<file path="src/rtl/pipe_hazard_ctrl_pkg.sv">
// pipe_hazard_ctrl_pkg: shared forwarding encodings, shadow-entry type and helpers
package pipe_hazard_ctrl_pkg;
  localparam logic [1:0] FWD_REG = 2'd0;
  localparam logic [1:0] FWD_EX  = 2'd1;
  localparam logic [1:0] FWD_MEM = 2'd2;
  localparam logic [1:0] FWD_WB  = 2'd3;
  localparam logic [4:0] REG_ZERO = 5'd0;
  typedef struct packed {
    logic       valid;
    logic [4:0] waddr;
    logic       wena;
    logic       is_load;
  } shadow_t;
  // $0 is never a real destination, so it can neither forward nor interlock
  function automatic logic writes_reg(shadow_t e, logic [4:0] a);
    return e.valid & e.wena & (e.waddr != REG_ZERO) & (e.waddr == a);
  endfunction
endpackage

</file>
<file path="src/rtl/pipe_hazard_ctrl_fwd_mux_sel.sv">
// hazard_fwd_mux_sel: priority operand-source select (EX > MEM > WB > regfile)
module hazard_fwd_mux_sel
  import pipe_hazard_ctrl_pkg::*;
(
  input  logic [4:0] addr_i,
  input  logic       used_i,
  input  shadow_t    ex_i,
  input  shadow_t    mem_i,
  input  shadow_t    wb_i,
  output logic [1:0] sel_o
);
  // a load in EX has no data yet; the interlock covers it, so fall through to MEM
  always_comb
    sel_o = (!used_i || addr_i == REG_ZERO)              ? FWD_REG :
            (writes_reg(ex_i, addr_i) && !ex_i.is_load)  ? FWD_EX  :
            writes_reg(mem_i, addr_i)                    ? FWD_MEM :
            writes_reg(wb_i, addr_i)                     ? FWD_WB  : FWD_REG;
endmodule

</file>
<file path="src/rtl/pipe_hazard_ctrl.sv">
// pipe_hazard_ctrl: load-use / mul-div interlock and EX operand forwarding selects
module pipe_hazard_ctrl
  import pipe_hazard_ctrl_pkg::*;
#(
  parameter int MULDIV_CYCLES = 4,
  parameter int CNT_W         = 4
) (
  input  logic       in_clk,
  input  logic       in_rst,
  input  logic       in_id_valid,
  input  logic       in_flush,
  input  logic [4:0] in_id_rs_addr,
  input  logic [4:0] in_id_rt_addr,
  input  logic       in_id_rs_used,
  input  logic       in_id_rt_used,
  input  logic [4:0] in_id_rd_waddr,
  input  logic       in_id_rd_wena,
  input  logic       in_id_is_load,
  input  logic       in_id_is_muldiv,
  output logic       out_stall,
  output logic       out_hold_pc,
  output logic       out_hold_if_id,
  output logic [1:0] out_fwd_a_sel,
  output logic [1:0] out_fwd_b_sel,
  output logic       out_muldiv_busy
);
  shadow_t ex_q, ex_d, mem_q, wb_q;
  logic [CNT_W-1:0] cnt_q, cnt_d;
  logic load_use, md_lock, issue;
  always_ff @(posedge in_clk or posedge in_rst)
    if (in_rst) begin
      ex_q  <= '0;
      mem_q <= '0;
      wb_q  <= '0;
      cnt_q <= '0;
    end else begin
      ex_q  <= ex_d;
      mem_q <= ex_q;
      wb_q  <= mem_q;
      cnt_q <= cnt_d;
    end
  always_comb begin
    load_use = ex_q.is_load & ((in_id_rs_used & writes_reg(ex_q, in_id_rs_addr)) |
                               (in_id_rt_used & writes_reg(ex_q, in_id_rt_addr)));
    md_lock   = in_id_is_muldiv & (cnt_q != '0);
    out_stall = in_id_valid & ~in_flush & (load_use | md_lock);
    issue     = in_id_valid & ~in_flush & ~out_stall;
    ex_d      = issue ? '{valid: 1'b1, waddr: in_id_rd_waddr, wena: in_id_rd_wena,
                          is_load: in_id_is_load} : '0;
    cnt_d     = (issue & in_id_is_muldiv) ? CNT_W'(MULDIV_CYCLES - 1) :
                (cnt_q != '0)             ? cnt_q - CNT_W'(1) : cnt_q;
  end
  assign out_hold_pc     = out_stall;
  assign out_hold_if_id  = out_stall;
  assign out_muldiv_busy = cnt_q != '0;
  hazard_fwd_mux_sel u_sel_a (
    .addr_i(in_id_rs_addr), .used_i(in_id_rs_used),
    .ex_i(ex_q), .mem_i(mem_q), .wb_i(wb_q), .sel_o(out_fwd_a_sel)
  );
  hazard_fwd_mux_sel u_sel_b (
    .addr_i(in_id_rt_addr), .used_i(in_id_rt_used),
    .ex_i(ex_q), .mem_i(mem_q), .wb_i(wb_q), .sel_o(out_fwd_b_sel)
  );
endmodule
</file>
<file path="config.mk">
export PLATFORM = sky130hd
export DESIGN_NAME = pipe_hazard_ctrl
export DESIGN_NICKNAME = d
export VERILOG_FILES = /design/src/rtl/pipe_hazard_ctrl_pkg.sv /design/src/rtl/pipe_hazard_ctrl_fwd_mux_sel.sv /design/src/rtl/pipe_hazard_ctrl.sv
export SDC_FILE = /design/constraint.sdc
export NUM_CORES = 1
export LEC_CHECK = 0
export CORE_MARGIN = 8
export CORE_UTILIZATION = 45
export CTS_CLUSTER_SIZE = 40
export DETAILED_ROUTE_END_ITERATION = 7
export GPL_ROUTABILITY_DRIVEN = 0
export HOLD_SLACK_MARGIN = 0.15
export PLACE_DENSITY = 0.86
export SETUP_SLACK_MARGIN = 0.02
export SYNTH_ARGS = -nofsm -noshare
export SYNTH_HDL_FRONTEND = slang
export SYNTH_SLANG_ARGS = --single-unit
</file>
<file path="constraint.sdc">
create_clock -name in_clk -period 1.9 [get_ports in_clk]
set_input_delay 0.19 -clock in_clk [delete_from_list [all_inputs] [get_ports in_clk]]
set_output_delay 0.19 -clock in_clk [all_outputs]
set_load 0.01 [all_outputs]
</file>
# Word level (Yosys, flattened, before mapping)
# Cells that the tools add are included.
[op_classes]
n_eq_ne = 6
n_reduce_logical = 14
n_addsub = 1
muxes = 11
bitwise = 24
[ops]
columns = ["op", "n"]
rows = [
  ["$eq A5 B5 Y1", 6],
  ["$and A1 B1 Y1", 20],
  ["$mux W2", 8],
  ["$reduce_bool A5 Y1", 3],
  ["$logic_not A5 Y1", 2],
  ["$mux W4", 2],
  ["$mux W8", 1],
  ["$reduce_bool A4 Y1", 1],
  ["$sub A4 B1 Y4 const B", 1],
  ["$logic_not A1 Y1", 3],
  ["$logic_and A1 B1 Y1", 2],
  ["$logic_or A1 B1 Y1", 2],
  ["$not A1 Y1", 2],
  ["$or A1 B1 Y1", 2],
  ["$reduce_bool A2 Y1", 1],
]
[word_totals]
output_inout_bits = 8
ff_bits = 26
word_cells = 67
input_bits = 24

# Longest topological paths before layout
# Gate-level depths: netlist of run 1.
[depth]
ltp_word = 12
mapped_depth = 6
ltp_nobuf = 6

# Cells and area by module
# A second synthesis of run 1 with hierarchy kept.
[unflattened]
cells_unflattened = 160
hier_area_um2 = 1621.6
[modules_own_cells]
columns = ["module", "area_each_um2", "cells_per_inst", "n_inst"]
rows = [
  ["pipe_hazard_ctrl", 1083.5, 80, 1],
  ["hazard_fwd_mux_sel", 269.0, 40, 2],
]

# Worst setup path before layout of run 1
# No wires, ideal clock.
[synth_timing]
kind = "register to output"
from = "register ex_q[2] (netlist bit)"
to = "output port out_hold_pc"
required_ns = 1.710
n_path_buf = 1
path_slack_ns = -0.073
stages_incl_launch_ff = 7
arrival_ns = 1.783
path_cell_list = "dfrtp_1 > nor2b_2 > a2111o_1 > nor4_4 > a32o_2 > a31o_2 > buf_4"
[synth_via]
elab_chain_len = 8
[synth_lines]
columns = ["element", "line_no", "source"]
rows = [
  ["from (decl)", "pipe_hazard_ctrl.sv:27", "shadow_t ex_q, ex_d, mem_q, wb_q;"],
  ["from (signal assigned)", "pipe_hazard_ctrl.sv:32", "ex_q <= '0;"],
  ["from (signal assigned)", "pipe_hazard_ctrl.sv:37", "ex_q <= ex_d;"],
  ["$reduce_bool A5 Y1", "pipe_hazard_ctrl_pkg.sv:16", "return e.valid & e.wena & (e.waddr != REG_ZERO) & (e.waddr == a);"],
  ["$and A1 B1 Y1 (2 in series)", "pipe_hazard_ctrl_pkg.sv:16", ""],
  ["$and A1 B1 Y1 (on tied branches)", "pipe_hazard_ctrl.sv:43, pipe_hazard_ctrl.sv:44", ""],
  ["$or A1 B1 Y1 (*)", "pipe_hazard_ctrl.sv:43", "load_use = ex_q.is_load & ((in_id_rs_used & writes_reg(ex_q, in_id_rs_addr)) |"],
  ["$and A1 B1 Y1 (*)", "pipe_hazard_ctrl.sv:43", ""],
  ["$or A1 B1 Y1 (*)", "pipe_hazard_ctrl.sv:46", "out_stall = in_id_valid & ~in_flush & (load_use | md_lock);"],
  ["$and A1 B1 Y1 (*)", "pipe_hazard_ctrl.sv:46", ""],
  ["to (decl)", "pipe_hazard_ctrl.sv:21", "output logic out_hold_pc,"],
]
# Mark *: on every way between the ends. The rest lies on a longest branch, timed or not.

# Worst setup path after layout of run 1
[layout_timing]
from = "register wb_q[2] (netlist bit)"
to = "output port out_fwd_a_sel[1]"
[layout_via]
elab_chain_len = 7
[layout_lines]
columns = ["element", "line_no", "source"]
rows = [
  ["from (decl)", "pipe_hazard_ctrl.sv:27", ""],
  ["from (signal assigned)", "pipe_hazard_ctrl.sv:39", "wb_q <= mem_q;"],
  ["$reduce_bool A5 Y1", "pipe_hazard_ctrl_pkg.sv:16", ""],
  ["$and A1 B1 Y1", "pipe_hazard_ctrl_pkg.sv:16", ""],
  ["$and A1 B1 Y1 (*)", "pipe_hazard_ctrl_pkg.sv:16", ""],
  ["$mux W2 (*)", "pipe_hazard_ctrl_fwd_mux_sel.sv:17", "writes_reg(wb_i, addr_i) ? FWD_WB : FWD_REG;"],
  ["$mux W2 (*)", "pipe_hazard_ctrl_fwd_mux_sel.sv:16", "writes_reg(mem_i, addr_i) ? FWD_MEM :"],
  ["$mux W2 (*)", "pipe_hazard_ctrl_fwd_mux_sel.sv:15", "(writes_reg(ex_i, addr_i) && !ex_i.is_load) ? FWD_EX :"],
  ["$mux W2 (*)", "pipe_hazard_ctrl_fwd_mux_sel.sv:14", "sel_o = (!used_i || addr_i == REG_ZERO) ? FWD_REG :"],
  ["to (decl)", "pipe_hazard_ctrl.sv:23", "output logic [1:0] out_fwd_a_sel,"],
]
# Marked as above.

==> results of run 1 <==
## metal layers
metal	share of wire (%)	GRT usage (%)	wire length, microns
met5	0	0	0
met4	2.6	8.67	103
met2	51	28.7	2050
met1	38	15.2	1540
met3	8.0	4.41	322
## worst min-delay path by stage
stage	startpoint	end	slack (ns)	cells past startpoint
global route	in_rst	wb_q[1]$_DFF_PP0_	0.22	3
global placement	ex_q[7]$_DFF_PP0_	mem_q[7]$_DFF_PP0_	0.36	0
floorplan	in_rst	cnt_q[0]$_DFFE_PP0P_	0.23	1
CTS	in_rst	cnt_q[2]$_DFFE_PP0P_	0.19	3
finish	in_rst	wb_q[5]$_DFF_PP0_	0.20	3
detailed placement	mem_q[7]$_DFF_PP0_	wb_q[7]$_DFF_PP0_	0.36	0
## state kept, by name (all words and copies together), names as in the netlist
register / count
ex_q: 8
mem_q: 7
wb_q: 7
cnt_q: 4
## synthesized netlist by cell type (all sizes together), types with 2 or more instances
cell,number,area (sq um)
or4,5,37.5
nand3,10,50.1
nand2,10,37.5
nor3,4,20.0
nor2,10,40.0
buf,3,26.3
a22oi,2,15.0
clkbuf,2,7.51
xnor2,11,96.3
nor4,5,46.3
xor2,16,140
inv,7,26.3
nor2b,5,33.8
o22ai,2,12.5
ha,2,25.0
a211oi,2,15.0
o21ai,4,20.0
dfrtp,26,651
a31oi,2,12.5
a21o,2,15.0
a21oi,9,45.0
## worst min-delay path: cells and delay by family
family   cells  cell delay, ns
buf+inv      3            0.74
## kinds of logic (layout without fill, tap and decap cells)
kind of cell | Yosys count | after routing
and+or+nand+nor | 54 | 54
xor gates and xnor gates | 27 | 27
AOI/OAI and AO/OA | 26 | 26
DFF | 26 | 26
buffers and inverters | 12 | 83
adders and majority gates | 2 | 2
## report_power, final
part	total [mW]	switching, mW	internal, mW	leakage [nW]
clock network	0.366	0.152	0.213	0.0279
logic	0.555	0.268	0.287	0.660
registers	0.673	0.0495	0.623	0.348
## metrics by stage
step | setup WS [ns] | hold WS [ns] | total power [mW] | cell area [sq um] | TNS [ns]
5_1_grt | -0.475 | 0.220 | 1.69 | 2200 | -3.19
3_5_place_dp | -0.802 | 0.360 | 1.20 | 2060 | -6.94
3_3_place_gp | -0.690 | 0.360 | 1.16 | 2060 | -5.97
4_1_cts | -0.398 | 0.193 | 1.60 | 2150 | -2.66
2_1_floorplan | -0.0364 | 0.230 | 0.963 | 1460 | -0.0728
6_report | -0.387 | 0.200 | 1.59 | 2200 | -2.45
## area by class of cell
| type | instances | area [sq um] |
|---|---|---|
| Clock buffer | 3 | 22.5 |
| Clock inverter | 1 | 30.0 |
| Fill cell | 239 | 857 |
| Inverter | 7 | 26.3 |
| Multi-Input combinational cell | 109 | 800 |
| Sequential cell | 26 | 651 |
| Tap cell | 44 | 55.1 |
| Timing Repair Buffer | 72 | 612 |
## timing repair
item	in CTS	in global routing
hold endpoints to repair	0	0
resized for setup	39	9
endpoints found under the setup margin	15	17
cloned	0	0
pin swaps	4	3
buffers inserted	3	1
==> impl_metrics.toml, run 1 <==
[outcome]
outcome = "finished, violations left"
violations = "setup timing"

[critical_path]
required_ns = 1.71
cp_num_cells = 6
worstPathArrival_ns = 2.10
crit_family = "simple AND/OR/NAND/NOR gates"
worst_setup_path_start_kind = "register"
critical_path_buf_inv_count = 1
r2r-end = "cnt_q[0]$_DFFE_PP0P_"
cp-end-kind = "output port"
crit_start = "wb_q[2]$_DFF_PP0_"
worstSetupEndpoint = "out_fwd_a_sel[1]"
cp_max_fo = 2
rr_worst_depth = 6
worst_path_max_delay_cell = "or4_4"
r2r_setup_slack_ns = 0.11
r2r-start = "ex_q[2]$_DFF_PP0_"
cp_cell_sequence = "xor2_1 > or4_4 > nor4_4 > nor2b_2 > a211oi_2 > buf_2"
critPathMaxStageDelay_ns = 0.53
worstSetupPathType = "register to output port"

[logic_synthesis]
synth_area_per_cell_sq_um = 9.79
synth-edff-count = 0
synth-seq-cells = 26
async_flop_share_pct = 100
synthMuxAreaShare_pct = 0
synthSimpleGateAreaFrac_pct = 20.9
ys_types = 33
postSynthCellCount = 147
yosys.area_share.xor_xnor_pct = 16.4
synth_ff_type = "dfrtp_1"
yosys_warnings = 0
synth_compound_area_share_pct = 11.6
synthAdderAreaFrac_pct = 1.74
synth_top_family_by_area = "simple AND/OR/NAND/NOR gates"
syn_nets = 173
synthesis.area_sq_um = 1440
ys_seq_area_share_pct = 45.2

[clock_tree]
clk_latency_ns = 0.32
numCtsBuffers = 3
ctsLongestPathBuffers = 2
clk_pin_slew_ns = 0.13
htreeDepth = 1
cts_tree = "built"
cts.hold.buffers_added = 0
cts_root_buf = "clkbuf_4"
cts.sinks = 26

[cells_and_area]
most-common-layout-cells = "buf_4 (38), dfrtp_1 (26), clkdlybuf4s50_1 (23), xor2_1 (16), xnor2_1 (11)"
stdcell_count = 262
drive_gt1_share_pct = 31.2
syn2layout_area_growth_pct = 52.6
mostFrequentLayoutCell = "buf_4"
final_util_pct = 71.9
antenna_cells = 0
final_net_count = 245

[detailed_routing]
dr_total_vias = 1394
dr.pass1.iters = 4
avgViaCountPerCell = 5.32
postRouteAntennaNets = 0
remaining_drc_errors = 0
wire_per_inst_microns = 15.3
drt-initial-drc-count = 59
routed_wl_microns = 4020

[grt]
grt_antenna_before_repair = 0
grt_usage_pct = 15.6
grt_overflow = 0
grt_pass1_wl_microns = 6560
grt_max_degree = 27
grt_pass1_vias = 1528

[timing]
fin_crit_sh_pct = 120
timing.final.crit_period_ns = 2.29
max_freq_mhz = 437
fin_skew_ns = 0.00134
setup_violations = 7
rsz0062_at_grt = "true"
finalHoldViolCount = 0
worst_slew_pin_slew_ns = 0.745
layout_setup_ws_ns = -0.387
maxSlewViolCount = 0
slew_headroom_pct = 50.0

[power]
irDropWorstVdd_uv = 688
power_density_nw_per_um2 = 726
p_leak_nw = 1.04

[hold_path]
hold_class = "primary input to async pin"

[placement]
io_buffers = 31
place_inst = 254
hpwl_microns = 3190

[floorplan]
dieArea_sq_um = 5260
start_util_pct = 47.1
pin_count = 32
die_y_microns = 72.5
core-area_sq_um = 3050
fp.dieW_microns = 72.5
row_count = 20

[run]
drv_cap = 0
(Power assumes the default switching activity.)
==> run 2, diff against run 1 <==
Settings changed: CORE_UTILIZATION 45 to 30, PLACE_DENSITY 0.86 to 0.65.
==> run 2 against run 1 <==
The run still ends with setup timing left. Fmax up 2.3%. Clock-buffer cell count unchanged. Total power down 6.1%. Sequential share of layout area up 0.22 points. Non-clock buffer count down 2. First-iteration DRC count down 66%.
==> impl_metrics.toml, run 2 (synthesized netlist as in run 1, its figures left out) <==
[detailed_routing]
routed_wl_microns = 3790
dr.pass1.iters = 4
dr_total_vias = 1305
drt-initial-drc-count = 20
remaining_drc_errors = 0
wire_per_inst_microns = 14.1
avgViaCountPerCell = 4.85
postRouteAntennaNets = 0

[cells_and_area]
antenna_cells = 0
final.fill_count = 454
regMostFlops = "ex_q"
final_util_pct = 46.8
top_regs = "ex_q: 8 flops, mem_q: 7 flops, wb_q: 7 flops"
stdcell_count = 269
syn2layout_area_growth_pct = 51.5
drive_gt1_share_pct = 29.8
largest_register_ff_count = 8
most-common-layout-cells = "buf_4 (35), dfrtp_1 (26), clkdlybuf4s50_1 (22), xor2_1 (16), xnor2_1 (11)"
multiInputGateArea_sq_um = 795
register_area_sq_um = 651
mostFrequentLayoutCell = "buf_4"
final_net_count = 243

[clock_tree]
ctsLongestPathBuffers = 2
cts_tree = "built"
cts.hold.buffers_added = 0
clk_latency_ns = 0.26
cts.sinks = 26
cts_root_buf = "clkbuf_8"
clk_pin_slew_ns = 0.08
htreeDepth = 1
numCtsBuffers = 3

[power]
p_leak_nw = 1.02
internal_power_mw = 1.05
comb_power_share_pct = 35.5
power_density_nw_per_um2 = 686
seqPwrFrac_pct = 44.8
switching_power_mw = 0.450
switching_share_pct = 30.1
irDropWorstVdd_uv = 585
pwr-share-clk_pct = 19.7

[critical_path]
worstPathArrival_ns = 2.04
r2r_setup_slack_ns = 0.09
required_ns = 1.71
cp_max_fo = 2
worstSetupPathType = "register to output port"
worst_setup_path_start_kind = "register"
cp-end-kind = "output port"

[outcome]
violations = "setup timing"
outcome = "finished, violations left"

[placement]
preCtsSetupSlack_ns = -0.752
io_buffers = 31
place_inst = 260
hpwl_microns = 2930

[timing]
finalHoldViolCount = 0
worst_slew_pin_slew_ns = 0.709
max_freq_mhz = 448
fin_skew_ns = 0.00365
slew_headroom_pct = 52.3
fin_crit_sh_pct = 118
layout_setup_ws_ns = -0.334
setup_violations = 7
maxSlewViolCount = 0
timing.final.crit_period_ns = 2.23
rsz0062_at_grt = "true"
whs_ns = 0.267

[grt]
grt_pass1_vias = 1374
grt_overflow = 0
grt_antenna_before_repair = 0
grt_usage_pct = 11.1
grt_pass1_wl_microns = 6530
grt_max_degree = 27

[floorplan]
core-area_sq_um = 4660
fp.dieW_microns = 85.3
die_y_microns = 85.3
pin_count = 32
dieArea_sq_um = 7270
start_util_pct = 30.9
row_count = 25

[run]
drv_cap = 0

[hold_path]
hold_class = "primary input to async pin"
## run 2: cell count changes in the layout (fill, tap and decap cells not counted)
cell             delta
clkdlybuf4s50_1     -1
buf_4               -3
clkbuf_8            +3
dlygate4sd2_1       +1
a211oi_2            -1
bufinv_16           -1
buf_6               +1
clkbuf_4            -3
a211oi_1            +1
## run 2: power groups by stage
stage               Clock (mW)  Sequential (mW)  Combinational (mW)
detailed placement           0            0.680               0.508
CTS                      0.301            0.670               0.523
global route             0.321            0.678               0.600
global placement             0            0.678               0.500
floorplan                    0            0.682               0.281
finish                   0.295            0.669               0.532
## run 2: through the flow
step | TNS [ns] | power [mW] | cell area [sq um]
after CTS | -2.39 | 1.49 | 2130
after global routing | -2.80 | 1.60 | 2180
final | -2.14 | 1.50 | 2180
after global placement | -6.66 | 1.18 | 2040
after detailed placement | -7.01 | 1.19 | 2040
after floorplan | -0.0728 | 0.963 | 1460
## run 2: path summary, 6_finish.rpt
check                      depth (start not counted)         startpoint              endpoint
max in group asynchronous                          3             in_rst    mem_q[5]$_DFF_PP0_
max                                                9  wb_q[2]$_DFF_PP0_      out_fwd_a_sel[1]
min reg2reg                                        0  ex_q[1]$_DFF_PP0_    mem_q[1]$_DFF_PP0_
max reg2reg                                        7  ex_q[3]$_DFF_PP0_  cnt_q[0]$_DFFE_PP0P_
min in group in_clk                                0  ex_q[1]$_DFF_PP0_    mem_q[1]$_DFF_PP0_
min                                                3             in_rst    mem_q[7]$_DFF_PP0_
## run 2: area by class of cell
class                           instances  share of cell area [%]
Clock buffer                            3                    1.89
Tap cell                               54                    3.10
Timing Repair Buffer                   70                    27.5
Sequential cell                        26                    29.9
Multi-Input combinational cell        109                    36.5
Inverter                                7                    1.21
## run 2: worst max-delay path, stage by stage (launching register included)
cell	delay, ns
dfrtp_1	0.40
buf_6	0.12
or4_4	0.54
nor2_4	0.12
buf_6	0.11
nor4_4	0.04
buf_4	0.14
nor2b_2	0.10
a211oi_1	0.04
buf_2	0.18
## run 2: routing by layer
metal  part of all wire, %  track usage (%)  vias to the layer above
met4                   1.3             3.34                        0
li1                      -                -                      651
met5                     0                0                        -
met3                   6.6             2.99                        6
met1                    46             13.6                      610
met2                    46             18.5                       38
## run 2: timing repair
action | in CTS | in global routing
buffers inserted | 4 | 2
endpoints found under the hold margin | 0 | 0
endpoints found under the setup margin | 9 | 17
resized for setup | 41 | 8
pin swaps | 10 | 5
